**src/rtl/bpsk_chip_demodulator.sv**
```systemverilog
// BPSK chip demodulator.
// Centres offset-binary samples and multiplies them by a +/-1 square-wave
// carrier reference. The products are integrated over one chip, then the
// result is dumped as a signed correlation value and a hard chip decision.
module bpsk_chip_demodulator #(
  parameter int DATA_W            = 12,
  parameter int SAMPLES_PER_CYCLE = 32,
  parameter int CYCLES_PER_CHIP   = 4,
  parameter int ACC_W             = 24
) (
  input  logic              sys_clk,
  input  logic              reset,
  input  logic              start,
  input  logic              sample_valid,
  input  logic [DATA_W-1:0] sample_in,
  output logic              chip_out,
  output logic              chip_valid,
  output logic [ACC_W-1:0]  corr_out,
  output logic              busy
);

  localparam int N     = SAMPLES_PER_CYCLE * CYCLES_PER_CHIP;
  localparam int PH_W  = $clog2(SAMPLES_PER_CYCLE);
  localparam int CNT_W = $clog2(N);

  typedef enum logic {IDLE, INTEGRATE} state_t;

  state_t             state_q;
  logic [PH_W-1:0]    phase_q;
  logic [CNT_W-1:0]   cnt_q;
  logic [ACC_W-1:0]   acc_q;
  logic               chip_out_q;
  logic               chip_valid_q;
  logic [ACC_W-1:0]   corr_out_q;
  logic               busy_q;

  // Flipping the MSB of an offset-binary sample gives a two's-complement
  // value; one extra sign bit makes it the (DATA_W+1)-bit centred sample.
  logic [DATA_W:0]    centred;
  logic [ACC_W-1:0]   ext;
  logic               ref_pos;
  logic [ACC_W-1:0]   prod;
  logic [ACC_W-1:0]   acc_d;
  logic [PH_W-1:0]    phase_d;
  logic               last_sample;

  assign centred     = {{2{~sample_in[DATA_W-1]}}, sample_in[DATA_W-2:0]};
  assign ext         = {{(ACC_W-DATA_W-1){centred[DATA_W]}}, centred};
  assign ref_pos     = (phase_q < PH_W'(SAMPLES_PER_CYCLE / 2));
  assign prod        = ref_pos ? ext : (~ext + ACC_W'(1));
  assign acc_d       = acc_q + prod;
  assign phase_d     = (phase_q == PH_W'(SAMPLES_PER_CYCLE - 1)) ? '0 : phase_q + PH_W'(1);
  assign last_sample = (cnt_q == CNT_W'(N - 1));

  // Control FSM, integrator and registered outputs. start takes priority
  // over a coincident dump and always restarts the chip from index 0.
  always_ff @(posedge sys_clk or posedge reset) begin
    if (reset) begin
      state_q      <= IDLE;
      phase_q      <= '0;
      cnt_q        <= '0;
      acc_q        <= '0;
      chip_out_q   <= 1'b0;
      chip_valid_q <= 1'b0;
      corr_out_q   <= '0;
      busy_q       <= 1'b0;
    end else begin
      chip_valid_q <= 1'b0;
      if (start) begin
        state_q <= INTEGRATE;
        busy_q  <= 1'b1;
        if (sample_valid) begin
          // Sample taken as phase 0 (ref = +1), index 0.
          acc_q   <= ext;
          phase_q <= PH_W'(1);
          cnt_q   <= CNT_W'(1);
        end else begin
          acc_q   <= '0;
          phase_q <= '0;
          cnt_q   <= '0;
        end
      end else if (state_q == INTEGRATE && sample_valid) begin
        if (last_sample) begin
          corr_out_q   <= acc_d;
          chip_out_q   <= ~acc_d[ACC_W-1];
          chip_valid_q <= 1'b1;
          acc_q        <= '0;
          phase_q      <= '0;
          cnt_q        <= '0;
        end else begin
          acc_q   <= acc_d;
          phase_q <= phase_d;
          cnt_q   <= cnt_q + CNT_W'(1);
        end
      end
    end
  end

  assign chip_out   = chip_out_q;
  assign chip_valid = chip_valid_q;
  assign corr_out   = corr_out_q;
  assign busy       = busy_q;

endmodule
```
**config.mk**
```make
export PLATFORM = sky130hd
export DESIGN_NAME = bpsk_chip_demodulator
export DESIGN_NICKNAME = d
export VERILOG_FILES = /design/src/rtl/bpsk_chip_demodulator.sv
export SDC_FILE = /design/constraint.sdc
export NUM_CORES = 1
export LEC_CHECK = 0
export CORE_MARGIN = 8
export CORE_UTILIZATION = 55
export CTS_BUF_LIST = sky130_fd_sc_hd__clkbuf_8
export DETAILED_ROUTE_END_ITERATION = 8
export PLACE_DENSITY = 0.77
export SLEW_MARGIN = 20
export SYNTH_ARGS = -nofsm -noshare
export SYNTH_HDL_FRONTEND = slang
export SYNTH_SLANG_ARGS = --single-unit
```
**constraint.sdc**
```tcl
create_clock -name sys_clk -period 6.5 [get_ports sys_clk]
set_input_delay 1.95 -clock sys_clk [delete_from_list [all_inputs] [get_ports sys_clk]]
set_output_delay 1.95 -clock sys_clk [all_outputs]
set_load 0.01 [all_outputs]
```
# Yosys cells after proc, flatten, opt, wreduce, memory -nomap -nowiden
# Index checks and enable logic that the tools add are counted.
[word_totals] ff_bits=63 in_bits=16 output_inout_bits=27 wordCells=38
[op_classes] n_addsub=4 order_cmp=1 n_eq_ne=2 muxes=17 bitwise_logic=4 n_reduce_logical=3
[ops] cell="$mux W24" n=5
[ops] cell="$add A24 B1 Y24 const B" n=1
[ops] cell="$add A24 B24 Y24" n=1
[ops] cell="$not A24 Y24" n=1
[ops] cell="$mux W7" n=3
[ops] cell="$mux W5" n=4
[ops] cell="$add A7 B1 Y7 const B" n=1
[ops] cell="$eq A7 B7 Y1 const B" n=1
[ops] cell="$add A5 B1 Y5 const B" n=1
[ops] cell="$eq A5 B5 Y1 const B" n=1
[ops] cell="$lt A5 B5 Y1 const B" n=1
[ops] cell="$mux W1" n=5
[ops] cell="$not A1 Y1" n=3
[ops] cell="$reduce_and A3 Y1" n=1
[ops] cell="$reduce_bool A2 Y1" n=1
[ops] cell="$logic_and A1 B1 Y1" n=1

# Depth between registers and ports, before layout
# Gate-level depths: netlist (run 1).
[depth] word_depth=8 mapped_depth=14 ltp_nobuf=14

# Least setup slack after synthesis (run 1)
# Ideal clock, no wire load.
[synth_timing] path_kind="input -> register" from="input port sample_in[3]" to="register acc_q[22]" setup_time_ns=0.101 t_arrival_ns=5.264 required_ns=6.399 setup_slack_ns=1.135 stages=13 path_buffers=2 path_cell_list="or4_1 > buf_2 > o31ai_1 > mux2i_1 > ha_1 > clkbuf_1 > a21o_1 > a2111oi_0 > nor3b_2 > nor2_1 > a221o_1 > and3_1 > nor4_1"
[synth_via] elab_chain_cells=7
[synth_rtl] element="start, declared" line="15" rtl="input logic [DATA_W-1:0] sample_in,"
[synth_rtl] element="$not A24 Y24" line="50" rtl="assign prod = ref_pos ? ext : (~ext + ACC_W'(1));"
[synth_rtl] element="$add A24 B1 Y24" line="50"
[synth_rtl] element="$mux W24 *" line="50"
[synth_rtl] element="$add A24 B24 Y24 *" line="51" rtl="assign acc_d = acc_q + prod;"
[synth_rtl] element="$mux W24 *" line="83" rtl="if (last_sample) begin"
[synth_rtl] element="$mux W24 *" line="82" rtl="end else if (state_q == INTEGRATE && sample_valid) begin"
[synth_rtl] element="$mux W24 *" line="69" rtl="if (start) begin"
[synth_rtl] element="end signal, assigned" line="74" rtl="acc_q <= ext;"
[synth_rtl] element="end, declared" line="31" rtl="logic [ACC_W-1:0] acc_q;"
# Every way passes the cells marked *; elsewhere a longest branch is shown, timed or not. The select of a mux whose other input is x is not followed.
# A chain may end at the register's enable or synchronous reset.

# Worst setup path in the final report (run 1)
# Ends and elaborated chain as after synthesis.

==> results of run 1 <==
==> area by class of cell <==
class	count	area, um2
repair buffers	47	457.9
clock inverters	6	52.55
flip-flops and latches	63	1577
clock buffers	10	137.6
well taps	102	127.6
fillers	672	2679
inverters	11	41.29
multi-input cells	419	2655
==> metrics by stage <==
step | hold slack (ns) | worst slack [ns] | area, um2
6_report | 0.4740 | 0.5138 | 5049
5_1_grt | 0.5056 | 0.3247 | 5049
4_1_cts | 0.4818 | 0.5752 | 5047
3_5_place_dp | 0.4632 | 0.2645 | 4857
3_3_place_gp | 0.4579 | 0.3916 | 4857
2_1_floorplan | 0.4563 | 1.135 | 4380
==> cell usage after synthesis (6+ instances only) <==
cell type | count | share of area [%]
a21o_1 | 6 | 1.0
a21oi_1 | 38 | 4.3
a221oi_1 | 9 | 1.8
and3_1 | 9 | 1.3
clkbuf_1 | 19 | 1.6
dfrtp_1 | 63 | 36
ha_1 | 34 | 9.7
inv_1 | 11 | 0.94
nand2_1 | 90 | 7.7
nand4_1 | 11 | 1.6
nor2_1 | 48 | 4.1
nor3b_1 | 9 | 1.5
nor4_1 | 7 | 1.0
o21a_1 | 6 | 1.0
o21ai_0 | 43 | 4.9
xnor2_1 | 19 | 3.8
xor2_1 | 14 | 2.8
==> placed cells by master (no fill, tap or decap), drive strengths merged, types with 3 or more instances in the layout <==
cell,instances
nor2,48
o21ai,46
dfrtp,63
o21a,6
nor3b,10
a21oi,39
clkinv,3
nand2b,3
and2,3
nor3,4
nor4,7
clkbuf,10
a211o,3
or4,4
or3,5
ha,34
xnor2,19
nand2,90
a21o,6
o31ai,5
inv,13
a221oi,9
and3,9
buf,5
o211ai,4
xor2,14
mux2i,5
nand4,11
clkdlybuf4s50,42
nand3,6
==> per-layer routing <==
| metal | share of wire [%] | wire (um) |
|---|---|---|
| met1 | 47 | 5256 |
| met3 | 7.3 | 811 |
| met4 | 1.4 | 157 |
| met5 | 0 | 0 |
| met2 | 44 | 4874 |
==> worst max-delay path by stage <==
stage,start,endpoint,slack [ns]
after floorplan,sample_in[3],acc_q[22],1.14
after global placement,sample_in[3],acc_q[22],0.39
after detailed placement,sample_in[3],acc_q[22],0.26
after CTS,sample_in[3],acc_q[22],0.58
after global routing,sample_in[3],acc_q[22],0.32
final,sample_in[3],acc_q[22],0.51
==> power breakdown <==
part / switching (mW) / internal (mW) / leakage [nW]
Combinational: 0.500 / 0.327 / 1.37
Clock: 0.157 / 0.183 / 0.108
Sequential: 0.0515 / 0.455 / 0.825
Total: 0.708 / 0.965 / 2.31
==> cell families after synthesis <==
family / count (synthesis) / share of synthesized area [%]
fa+ha+maj: 35 / 10.17
buf+inv: 36 / 3.428
flops: 63 / 35.99
mux: 6 / 1.485
compound gates: 136 / 19.51
xor+xnor: 33 / 6.598
simple gates: 209 / 22.82
==> registers in the layout, indices dropped and copies added (netlist names) <==
name / cells
cnt_q: 7
acc_q: 24
chip_valid: 1
busy: 1
phase_q: 5
chip_out: 1
corr_out: 24
==> worst max-delay path: cells and delay by family <==
kind,cells,cell delay [ns]
compound gates,5,1.48
fa+ha+maj,1,0.25
buf+inv,1,0.50
simple gates,6,2.06
==> results.yml, run 1 <==
detailed_routing:
  route.detailed.drc: 0
  drtAntennaViolNets: 0
  via_count: 3931
  detailedRoute.firstPassIterationCount: 5
  vias_per_cell: 5.974
  drt_iter0_drc: 314
  postRouteWirelength_um: 11100
  wl_per_instance_um: 16.87
sta:
  hold_violations: 0
  worstMarginPinSlew_ns: 0.9114
  post-route-period-util_pct: 92.10
  finalSetupTns_ns: 0
  finalSetupViolCount: 0
  achievable-frequency_ghz: 0.1671
  worst_slew_margin_rel_pct: 38.83
  rsz0062_at_grt: "false"
  final_period_minus_worst_setup_slack_ns: 5.986
  slew_viol_final: 0
  fin_worst_skew_ns: 0.01035
synth:
  synth_sequential_area_ratio_pct: 35.99
  synth_area_um2: 4380
  synthFlopType: "dfrtp_1"
  synthesis.instances: 518
  syn-mean-instance-area_um2: 8.456
  synthesis.yosys.warnings: 0
  synthArstFlopShare_pct: 100.0
  count_of_distinct_cell_types_in_the_synthesized_netlist: 62
  synth_enable_flop_cells: 0
  synth_fp_nets: 569
  yosys_register_bits: 63
setup_path:
  critical_path_required_ns: 6.75
  critical_path_arrival_ns: 6.24
  end_kind: "flip-flop"
  worst-setup-path-type: "input port to flip-flop"
  cp_cell_sequence: "clkdlybuf4s50_1, or4_1, or3_2, o211ai_1, o21ai_0, ha_1, a21o_1, a2111oi_0, nor3b_2, nor2_1, a221o_1, and3_1, nor4_1"
  worstReg2RegStart: "phase_q[4]"
  maximum_single_stage_delay_on_the_critical_path_ns: 0.69
  r2r_end: "acc_q[21]"
  timing.critical_path.fanout_max: 7
  timing.reg2reg.worst_path_depth: 10
  cp-start-kind: "input port"
  setup.reg_to_reg.worst_slack_ns: 2.62
  worst_path_cell_with_the_longest_stage_delay: "or4_1"
run:
  drv_cap: 0
worst_hold_path:
  worstHoldStart: "corr_out[4]"
  holdPathStages: 2
  holdCritPathClass: "flip-flop to flip-flop"
  holdPathEnd: "corr_out[4]"
layout:
  final_layout_size_suffix_gt1_share_pct: 5.935
  final-instance-count-excl-fill: 658
  finish.net_count: 602
  number_of_antenna_diodes: 0
  finish.utilization_pct: 65.33
  area_growth_syn_to_layout_pct: 15.25
global_route:
  first_global_vias: 3690
  grt_antenna_before_repair: 0
  global_route.peak_usage_layer: "met2"
  track_usage_pct: 20.39
  use_met3_pct: 5.725
  largest_net_degree_at_the_start_of_global_routing: 64
  use_met1_pct: 27.87
  grt_pass1_wl_um: 18480
  grt_util_met2_pct: 30.53
  grt_total_ovfl: 0
die:
  core-area_um2: 7727
  die_height_um: 105.2
  initial_utilization_pct: 56.69
  top_level_ports: 43
  num_rows: 32
  die-area_um2: 11080
  die_width_um: 105.2
clock_tree:
  cts.root.buffer_cell: "clkbuf_8"
  cts-root-to-sink-buffers: 2
  htree_num_levels: 3
  cts.sink_count: 63
  tritoncts: "done"
  cts.hold.buffers_added: 0
  clock_buffer_count_from_cts: 9
  gates_resized_cts_repair: 0
  postCtsSetupBuffers: 0
  clk_pin_slew_ns: 0.07
  clock_latency_ns: 0.35
placement:
  cell_count_after_placement: 642
  port-buffer-count: 42
  dpl.hpwl_um: 8117
  place.gp.congestion: 0.9527
status:
  outcome: "finished, final reports clean"
pwr:
  total_power_mw: 1.672
  power_density_nw_per_um2: 331.2
  ir_drop_uv: 131.3
  power.static_leakage_nw: 2.306
No activity file was read; power rests on OpenSTA's default activity.
==> run 2: changes to the inputs <==
--- a/config.mk
+++ b/config.mk
@@ -9,6 +9,7 @@
 export CORE_UTILIZATION = 55
 export CTS_BUF_LIST = sky130_fd_sc_hd__clkbuf_8
 export DETAILED_ROUTE_END_ITERATION = 8
+export MAX_ROUTING_LAYER = met4
 export PLACE_DENSITY = 0.77
 export SLEW_MARGIN = 20
 export SYNTH_ARGS = -nofsm -noshare
==> results.yml, run 2 (synthesis gave the netlist of run 1 again) <==
status:
  outcome: "finished, final reports clean"
pwr:
  power_density_nw_per_um2: 338.3
  total_power_mw: 1.716
  ir_drop_uv: 154.2
  power.static_leakage_nw: 2.304
die:
  num_rows: 32
  top_level_ports: 43
  core-area_um2: 7727
  initial_utilization_pct: 56.69
  die-area_um2: 11080
  die_width_um: 105.2
  die_height_um: 105.2
detailed_routing:
  drtAntennaViolNets: 0
  via_count: 3934
  route.detailed.drc: 0
  vias_per_cell: 5.979
  detailedRoute.firstPassIterationCount: 5
  postRouteWirelength_um: 11300
  wl_per_instance_um: 17.17
  drt_iter0_drc: 255
layout:
  finish.utilization_pct: 65.63
  mostFrequentLayoutCell: "nand2_1"
  area.sequential_um2: 1577
  finish.net_count: 602
  area_growth_syn_to_layout_pct: 15.77
  layout.cells.most_common_list: "90 x nand2_1, 63 x dfrtp_1, 48 x nor2_1"
  number_of_antenna_diodes: 0
  fill_cells: 656
  multi_input_area_um2: 2655
  stdcell_area_um2: 5071
  final_layout_size_suffix_gt1_share_pct: 6.115
clock_tree:
  cts-root-to-sink-buffers: 2
  htree_num_levels: 3
  tritoncts: "done"
  cts.root.buffer_cell: "clkbuf_8"
  cts.sink_count: 63
  clk_pin_slew_ns: 0.08
  postCtsSetupBuffers: 0
  cts.hold.buffers_added: 0
  clock_latency_ns: 0.35
  gates_resized_cts_repair: 0
  clock_buffer_count_from_cts: 9
sta:
  hold_violations: 0
  slew_viol_final: 0
  finalSetupTns_ns: 0
  worst_slack_ns: 0.5861
  worst_slew_margin_rel_pct: 37.07
  rsz0062_at_grt: "false"
  achievable-frequency_ghz: 0.1691
  fin_worst_skew_ns: 0.01291
  finalSetupViolCount: 0
  final_period_minus_worst_setup_slack_ns: 5.914
  post-route-period-util_pct: 90.98
  worstMarginPinSlew_ns: 0.9376
setup_path:
  maximum_single_stage_delay_on_the_critical_path_ns: 0.68
  setup.reg_to_reg.worst_slack_ns: 2.71
  worst-setup-path-type: "input port to flip-flop"
  timing.critical_path.fanout_max: 7
  critical_path_arrival_ns: 6.17
  cp-start-kind: "input port"
  critical_path_required_ns: 6.75
  worst_path_cell_with_the_longest_stage_delay: "or4_1"
  end_kind: "flip-flop"
  cp_cell_sequence: "clkdlybuf4s50_1, or4_1, or3_2, o211ai_1, o21ai_0, ha_1, a21o_1, a2111oi_0, nor3b_2, nor2_1, a221o_1, and3_1, nor4_1"
placement:
  dpl.hpwl_um: 8345
  port-buffer-count: 42
  place.gp.congestion: 0.9660
  detailedPlace.worstSlack_ns: 0.2237
  postPlaceCellArea_um2: 4857
global_route:
  first_global_vias: 3681
  grt_pass1_wl_um: 18440
  track_usage_pct: 20.80
  largest_net_degree_at_the_start_of_global_routing: 64
  grt_antenna_before_repair: 0
  grt_total_ovfl: 0
run:
  drv_cap: 0
worst_hold_path:
  holdCritPathClass: "flip-flop to flip-flop"
[run 2: area by class of cell]
class,count,share of cell area (%)
timing repair buffer,47,9.030
multi-input combinational,419,52.36
clock inverter,7,1.752
clock buffer,9,2.443
sequential,63,31.09
inverter,11,0.8142
tap,102,2.517
[run 2: metal layers]
layer	vias up	GRT usage, %	part of all wire (%)
li1	1917	-	-
met5	-	-	0
met3	17	3.837	6.3
met1	1875	28.25	47
met4	0	5.912	1.3
met2	125	30.89	45
[run 2: per-stage QoR]
stage | hold WS (ns) | cells
5_1_grt | 0.4995 | 658
6_report | 0.4802 | 658
3_5_place_dp | 0.4647 | 642
3_3_place_gp | 0.4574 | 642
2_1_floorplan | 0.4563 | 518
4_1_cts | 0.4814 | 658
[run 2: path summary, 6_finish.rpt]
| path | cells past startpoint | to | from |
|---|---|---|---|
| min in group asynchronous | 3 | acc_q[19] | reset |
| hold / removal | 2 | corr_out[11] | corr_out[11] |
| setup / recovery | 13 | acc_q[22] | sample_in[3] |
| max in group asynchronous | 3 | corr_out[8] | reset |
| setup reg to reg | 10 | acc_q[21] | phase_q[4] |
| hold reg to reg | 2 | corr_out[11] | corr_out[11] |
[run 2: worst max-delay path, delay by kind of cell]
kind	cells	cell delay, ns
and+or+nand+nor	6	2.00
AOI/OAI and AO/OA	5	1.47
buffers and inverters	1	0.50
adders and majority gates	1	0.26
[run 2: report_power, final]
group / total, mW / switching (mW) / internal (mW)
clock: 0.379 / 0.166 / 0.213
sequential: 0.507 / 0.0525 / 0.455
combinational: 0.829 / 0.502 / 0.327
==> run 3: changes to the inputs <==
--- a/config.mk
+++ b/config.mk
@@ -9,6 +9,7 @@
 export CORE_UTILIZATION = 55
 export CTS_BUF_LIST = sky130_fd_sc_hd__clkbuf_8
 export DETAILED_ROUTE_END_ITERATION = 8
+export HOLD_SLACK_MARGIN = 0.05
 export MAX_ROUTING_LAYER = met4
 export PLACE_DENSITY = 0.77
 export SLEW_MARGIN = 20
==> results of run 3 <==
Same layout as run 2: the final DEF is identical, and so are final timing and power.
